--- config.mk ---
export PLATFORM = sky130hd
export DESIGN_NAME = move_sequencer
export DESIGN_NICKNAME = d
export VERILOG_FILES = /design/src/rtl/move_sequencer.sv
export SDC_FILE = /design/constraint.sdc
export NUM_CORES = 1
export LEC_CHECK = 0
export CAP_MARGIN = 20
export CORE_ASPECT_RATIO = 2
export CORE_MARGIN = 2
export CORE_UTILIZATION = 60
export CTS_BUF_LIST = sky130_fd_sc_hd__clkbuf_8 sky130_fd_sc_hd__clkbuf_16
export CTS_CLUSTER_DIAMETER = 120
export DETAILED_ROUTE_END_ITERATION = 7
export GPL_ROUTABILITY_DRIVEN = 0
export PLACE_DENSITY = 0.84
export SETUP_SLACK_MARGIN = 0.02
export SLEW_MARGIN = 20
export SYNTH_ARGS = -nofsm -noshare
export SYNTH_HDL_FRONTEND = slang
export SYNTH_SLANG_ARGS = --single-unit
--- constraint.sdc ---
create_clock -name clk -period 12.35 [get_ports clk]
set_input_delay 2.47 -clock clk [delete_from_list [all_inputs] [get_ports clk]]
set_output_delay 2.47 -clock clk [all_outputs]
set_load 0.01 [all_outputs]
--- src/rtl/move_sequencer.sv ---
// Multi-axis move sequencer: queues move commands and steps one profile generator per axis.
// Optional SEQ_ABORT_EN adds an abort input that flushes the queue and re-arms the generators.
//
// state  | meaning
// IDLE   | waiting for a queued command; pops the head on exit
// LOAD   | head entry visible on gen_*, gen_reset pulsed on all axes
// ARM    | gen_start raised on axes with nonzero steps; fin not sampled
// RUN    | holding gen_start until every active axis reports fin
// DONE   | move_done pulse, back to IDLE
module move_sequencer #(
    parameter int AXES  = 3,
    parameter int W     = 32,
    parameter int DEPTH = 4
) (
    input  logic                     clk,
    input  logic                     reset,
    input  logic                     cmd_valid,
    output logic                     cmd_ready,
    input  logic [AXES*W-1:0]        cmd_steps,
    input  logic [AXES-1:0]          cmd_dir,
    input  logic [W-1:0]             cmd_f_max,
    input  logic [W-1:0]             cmd_f_min,
    input  logic [W-1:0]             cmd_delta,
    output logic [AXES-1:0]          gen_reset,
    output logic [AXES-1:0]          gen_start,
    output logic [AXES*W-1:0]        gen_steps,
    output logic [AXES-1:0]          gen_dir,
    output logic [W-1:0]             gen_f_max,
    output logic [W-1:0]             gen_f_min,
    output logic [W-1:0]             gen_delta,
    input  logic [AXES-1:0]          gen_fin,
    output logic                     busy,
    output logic [$clog2(DEPTH):0]   queue_count,
    output logic                     move_done
`ifdef SEQ_ABORT_EN
    ,
    input  logic                     abort
`endif
);

    localparam int AW = $clog2(DEPTH);
    localparam int EW = AXES*W + AXES + 3*W;
    localparam logic [AW:0] C_FULL = (AW+1)'(DEPTH);

    typedef enum logic [2:0] {S_IDLE, S_LOAD, S_ARM, S_RUN, S_DONE} state_t;

    state_t            r_state, w_next;
    logic [EW-1:0]     r_fifo [DEPTH];
    logic [AW-1:0]     r_wr_ptr, r_rd_ptr;
    logic [AW:0]       r_count;
    logic [AXES*W-1:0] r_steps;
    logic [AXES-1:0]   r_dir;
    logic [W-1:0]      r_f_max, r_f_min, r_delta;
    logic [AXES-1:0]   w_act;
    logic [AXES-1:0]   w_gen_reset_st;
    logic              w_abort, w_abort_rst;
    logic              w_push, w_pop;

`ifdef SEQ_ABORT_EN
    logic r_abort_rst;
    assign w_abort = abort;
    // the re-arm pulse lands in the cycle after abort, when the state is already IDLE
    always_ff @(posedge clk) begin
        if (reset) r_abort_rst <= 1'b0;
        else       r_abort_rst <= abort;
    end
    assign w_abort_rst = r_abort_rst;
`else
    assign w_abort     = 1'b0;
    assign w_abort_rst = 1'b0;
`endif

    assign cmd_ready = (r_count != C_FULL) && !w_abort;
    assign w_push    = cmd_valid && cmd_ready;
    assign w_pop     = (r_state == S_IDLE) && (r_count != '0) && !w_abort;

    always_ff @(posedge clk) begin
        if (w_push) r_fifo[r_wr_ptr] <= {cmd_steps, cmd_dir, cmd_f_max, cmd_f_min, cmd_delta};
    end

    always_ff @(posedge clk) begin
        if (reset || w_abort) begin
            r_wr_ptr <= '0;
            r_rd_ptr <= '0;
            r_count  <= '0;
        end else begin
            if (w_push) r_wr_ptr <= r_wr_ptr + 1'b1;
            if (w_pop)  r_rd_ptr <= r_rd_ptr + 1'b1;
            case ({w_push, w_pop})
                2'b10:   r_count <= r_count + 1'b1;
                2'b01:   r_count <= r_count - 1'b1;
                default: r_count <= r_count;
            endcase
        end
    end

    // head entry is latched on the pop edge so it is already valid during LOAD
    always_ff @(posedge clk) begin
        if (reset) begin
            r_steps <= '0;
            r_dir   <= '0;
            r_f_max <= '0;
            r_f_min <= '0;
            r_delta <= '0;
        end else if (w_pop) begin
            {r_steps, r_dir, r_f_max, r_f_min, r_delta} <= r_fifo[r_rd_ptr];
        end
    end

    always_comb begin
        w_act = '0;
        for (int i = 0; i < AXES; i++) w_act[i] = |r_steps[i*W +: W];
    end

    always_ff @(posedge clk) begin
        if (reset) r_state <= S_IDLE;
        else       r_state <= w_next;
    end

    always_comb begin
        w_next         = r_state;
        w_gen_reset_st = '0;
        gen_start      = '0;
        move_done      = 1'b0;
        case (r_state)
            S_IDLE: if (r_count != '0) w_next = S_LOAD;
            S_LOAD: begin
                w_gen_reset_st = '1;
                w_next         = S_ARM;
            end
            S_ARM: begin
                gen_start = w_act;
                w_next    = (w_act == '0) ? S_DONE : S_RUN;
            end
            S_RUN: begin
                gen_start = w_act;
                if (&(gen_fin | ~w_act)) w_next = S_DONE;
            end
            S_DONE: begin
                move_done = 1'b1;
                w_next    = S_IDLE;
            end
            default: w_next = S_IDLE;
        endcase
        if (w_abort) begin
            w_next         = S_IDLE;
            w_gen_reset_st = '0;
            gen_start      = '0;
            move_done      = 1'b0;
        end
    end

    assign gen_reset   = w_gen_reset_st | {AXES{w_abort_rst}};
    assign gen_steps   = r_steps;
    assign gen_dir     = r_dir;
    assign gen_f_max   = r_f_max;
    assign gen_f_min   = r_f_min;
    assign gen_delta   = r_delta;
    assign busy        = (r_state != S_IDLE) || (r_count != '0);
    assign queue_count = r_count;

endmodule
After elaboration in Yosys (flattened, before gate mapping). Memories as Yosys holds them, arrays and structs flattened. A register that Yosys moved wholly into a read port is not among the register bits. Index checks and enable logic that the tools add are counted.

Flip-flop bits (word level): 10. RAM bits: 780. Input port bits: 201. Output and inout port bits: 207. Logic and storage cells: 44. Memories: 1.

Memories: r_fifo (words 4, bits a word 195, rd ports 1, clocked after memory_dff 1, wr ports 1, RTL line 48) `logic [EW-1:0] r_fifo [DEPTH];`.

Add/sub/neg operators: 4. Equality and inequality tests: 9. Multiplexer cells: 10. Bitwise operators: 2. Reduce and logical (&&, ||, !) cells: 14.

Operator list (number): 32-bit OR reduction (3); 3-bit two-way mux (5); 3-bit one-hot mux with 4 select lines (1); 3-bit by 2-bit equality test with 1-bit output (second input constant) (2); 3-bit zero test (2); 3-bit one-hot mux with 2 select lines (1); 3-bit nonzero test (2); 2-bit by 1-bit adder with 2-bit output (second input constant) (2); 3-bit by 1-bit adder with 3-bit output (second input constant) (1); 3-bit by 1-bit equality test with 1-bit output (second input constant) (1); 3-bit equality test (second input constant) (1); 1-bit two-way mux (3); 3-bit != test (second input constant) (1); 3-bit inverter (1); 3-bit OR (1); 3-bit AND reduction (1); 3-bit by 1-bit subtractor with 3-bit output (second input constant) (1); 2-bit by 1-bit equality test with 1-bit output (second input constant) (1); 2-bit equality test (second input constant) (1); 1-bit logical AND (2); 2-bit by 1-bit != test with 1-bit output (second input constant) (1); 2-bit != test (second input constant) (1); 2-bit AND reduction (1); 2-bit nonzero test (1); 2 further kinds (2).

Longest topological paths before layout.
Depth after elaboration: 6. Mapped depth: 11. Mapped depth without buffers: 10.

Least setup slack after synthesis. No wires, ideal clock.

Kind: input port to flip-flop. From: input cmd_valid. To: memory r_fifo[0][0] (netlist name) (enable). Setup time: 0.581 ns. Data arrival time: 6.955 ns. Required time: 11.769 ns. Slack: 4.813 ns. Stages on the path: 1. Path through: and3_1.

Word-level cells in the longest chain between the ends: 3.

Ends and longest elaborated chain: start: declaration (RTL line 17) `input logic cmd_valid,`; 1-bit logical AND (RTL line 74) `assign w_push = cmd_valid && cmd_ready;`; 1-bit two-way mux (RTL line 78) `if (w_push) r_fifo[r_wr_ptr] <= {cmd_steps, cmd_dir, cmd_f_max, cmd_f_min, cmd_delta};`; 1-bit two-way mux (implied by the code) (RTL line 78); end: declaration (RTL line 48).

No other way between the ends.

Worst setup path after layout.
From: register r_steps[53] (netlist: gen_steps[53]), read port of r_fifo. To: output gen_start[1].

Word-level cells in the longest chain between the ends: 2.

Ends and longest elaborated chain: start: declaration (RTL line 51) `logic [AXES*W-1:0] r_steps;`; 32-bit OR reduction (RTL line 112) `for (int i = 0; i < AXES; i++) w_act[i] = |r_steps[i*W +: W];`; 3-bit two-way mux (RTL line 125) `case (r_state)`; end: declaration (RTL line 25) `output logic [AXES-1:0] gen_start,`.

No other way between the ends.

==> results.yml <==
run_status:
  status: "completed"
clock_network:
  htree_levels: 3
  insertion_delay_ns: 0.61
  cts_resized: 0
  cts_tree: "built"
  cts.sinks: 985
  cts_buffers: 77
  cts_hold_buf: 0
  cts_buffer_depth: 3
  cts_root_buffer: "clkbuf_16"
  clk_pin_slew_worst_paths_ns: 0.07
  cts_setup_buffers: 0
logic_synthesis:
  yosysUniqueCellTypes: 34
  ys_seq_elements: 985
  synth-seq-area-share_pct: 77.1
  avgSynthCellArea_sq_um: 18.1
  synth_area_leaders: "edfxtp_1 66%, mux4_2 12%, dfxtp_1 11%, nand2_1 4.1%, a21oi_1 2.8%"
  yosysWarnings: 0
  synth_top_cell_by_area: "edfxtp_1"
  synth_cells: 1976
  synth_top_area_share_pct: 65.6
  syn_area_sq_mm: 0.0357
  synth_nets: 2183
routing:
  ant_nets: 0
  vias: 19200
  post_drt_via_cell_ratio: 5.99
  wire_per_inst_microns: 25.1
  first_pass_iters: 5
  routed_wl_microns: 80700
  drc: 0
  drt_iter0_drc: 1724
global_route:
  grt_pass1_vias: 19800
  grtUsageTotal_pct: 26.4
  grt_max_degree: 163
  grt_pass1_wl_microns: 121000
  antenna_found_initial: 26
  grt_overflow_total: 0
floorplan:
  die-area_sq_mm: 0.0616
  start_util_pct: 60.6
  coreArea_sq_mm: 0.0590
  num_rows: 126
  die_w_microns: 177
  pin_count: 408
  die_h_microns: 349
cells_and_area:
  synthToLayoutAreaGrowth_pct: 19.7
  layout_commonest_cell: "edfxtp_1"
  layout.nets: 2576
  drive_gt1_share_pct: 13.9
  most-common-layout-cells: "780 x edfxtp_1, 406 x clkdlybuf4s50_1, 394 x nand2_1"
timing:
  fin_crit_ns: 5.38
  finClkSkew_ns: 0.0206
  rsz0062_at_grt: "no"
  finalSetupViolCount: 0
  maxSlewHeadroom_pct: 25.7
  hold_violations: 0
  post-route-period-util_pct: 43.6
  fmax_ghz: 0.186
  fin_setup_tns_ns: 0
  fin_worst_hold_slack_ns: 0.454
  final_max_slew_viol_count: 0
  worst_pin_slew_ns: 1.12
setup_path:
  critPathRequiredTime_ns: 9.88
  end_kind: "output port"
  start_kind: "flip-flop"
  worstSetupPathType: "reg2out"
  critPathMaxFanout: 4
  cp.arrival_ns: 2.91
power_and_ir_drop:
  power_density_mw_per_mm2: 226
  ir_drop_v: 0.000167
  cellLeakagePower_uw: 0.0136
placement:
  io_buffers: 407
  hpwlAfterDp_microns: 49400
hold_path:
  hold_path.class: "reg2reg"
flow_run:
  drv_cap: 0
-- cell families after synthesis --
logic type | count (synthesis) | share of synthesized area [%]
muxes | 195 | 12.3
xor gates and xnor gates | 5 | 0.123
buffers and inverters | 119 | 2.14
adders and majority gates | 6 | 0.231
DFF | 985 | 77.1
and+or+nand+nor | 459 | 5.21
AOI/OAI and AO/OA | 207 | 2.94
-- metrics by stage --
step	area [sq um]	total power, uW	util (%)	instances	setup WS, ns
floorplan	35700	6170	-	1976	4.81
global placement	40200	7200	68.2	3057	6.79
detailed placement	40200	7310	68.2	3057	6.77
CTS	42700	9720	72.4	3195	6.95
global route	42700	10100	72.5	3209	6.85
finish	42800	9660	72.5	3212	6.97
-- state kept, by name, indices dropped and copies added (netlist names), 3 cells and up --
signal	count
r_fifo	780
queue_count	3
gen_f_min	32
gen_dir	3
gen_delta	32
r_state	3
gen_f_max	32
gen_steps	96
-- per-layer routing --
metal | track usage (%) | vias up | part of all wire [%] | wire length [microns]
met3 | 7.35 | 185 | 8.5 | 6900
met5 | 0 | - | 0.18 | 148
met2 | 42.7 | 776 | 50 | 40300
li1 | - | 8393 | - | -
met1 | 33.1 | 9857 | 37 | 29600
met4 | 12.4 | 22 | 4.7 | 3760
-- critical path, stage by stage, from the launching register on --
cell and delay [ns]:
dfxtp_1 0.33, nor4_1 0.55, nand4_1 0.32, nor2_1 0.52, nor2_1 0.10, clkdlybuf4s50_1 0.49
-- where the power goes --
group          switching (uW)  total [uW]  internal [uW]
Sequential                330        4550           4220
Clock                    1100        2420           1320
Combinational            1500        2690           1200
Total                    2930        9660           6730
-- Yosys cell counts (all sizes together) --
cell type  count
a2111oi        1
a21oi        198
a31o           1
a31oi          1
and2           1
and3           5
buf           84
clkbuf        28
dfxtp        205
edfxtp       780
fa             1
ha             5
inv            7
mux4         195
nand2        394
nand2b         3
nand3          1
nand3b         1
nand4          7
nor2          16
nor3           2
nor3b          1
nor4          24
nor4b          1
o211ai         1
o21ai          4
o2bb2ai        1
or3            2
or4b           1
xnor2          2
xor2           3
-- worst paths after layout --
path	cells after the start	end	startpoint	slack, ns
setup / recovery	5	gen_start[1]	gen_steps[53]	6.97
hold / removal	2	gen_f_min[1]	gen_f_min[1]	0.45
setup reg to reg	9	queue_count[2]	r_state[0]	9.12
hold reg to reg	2	gen_f_min[1]	gen_f_min[1]	0.45
-- cell type report --
type                            count  area, sq um
Sequential cell                   985        27500
Fill cell                        3459        16200
Multi-Input combinational cell    872         7460
Timing Repair Buffer              426         4280
Clock buffer                       85         2040
Tap cell                          768          961
Clock inverter                     53          413
Antenna cell                       16         40.0
Inverter                            7         31.3
(Power assumes the default switching activity.)
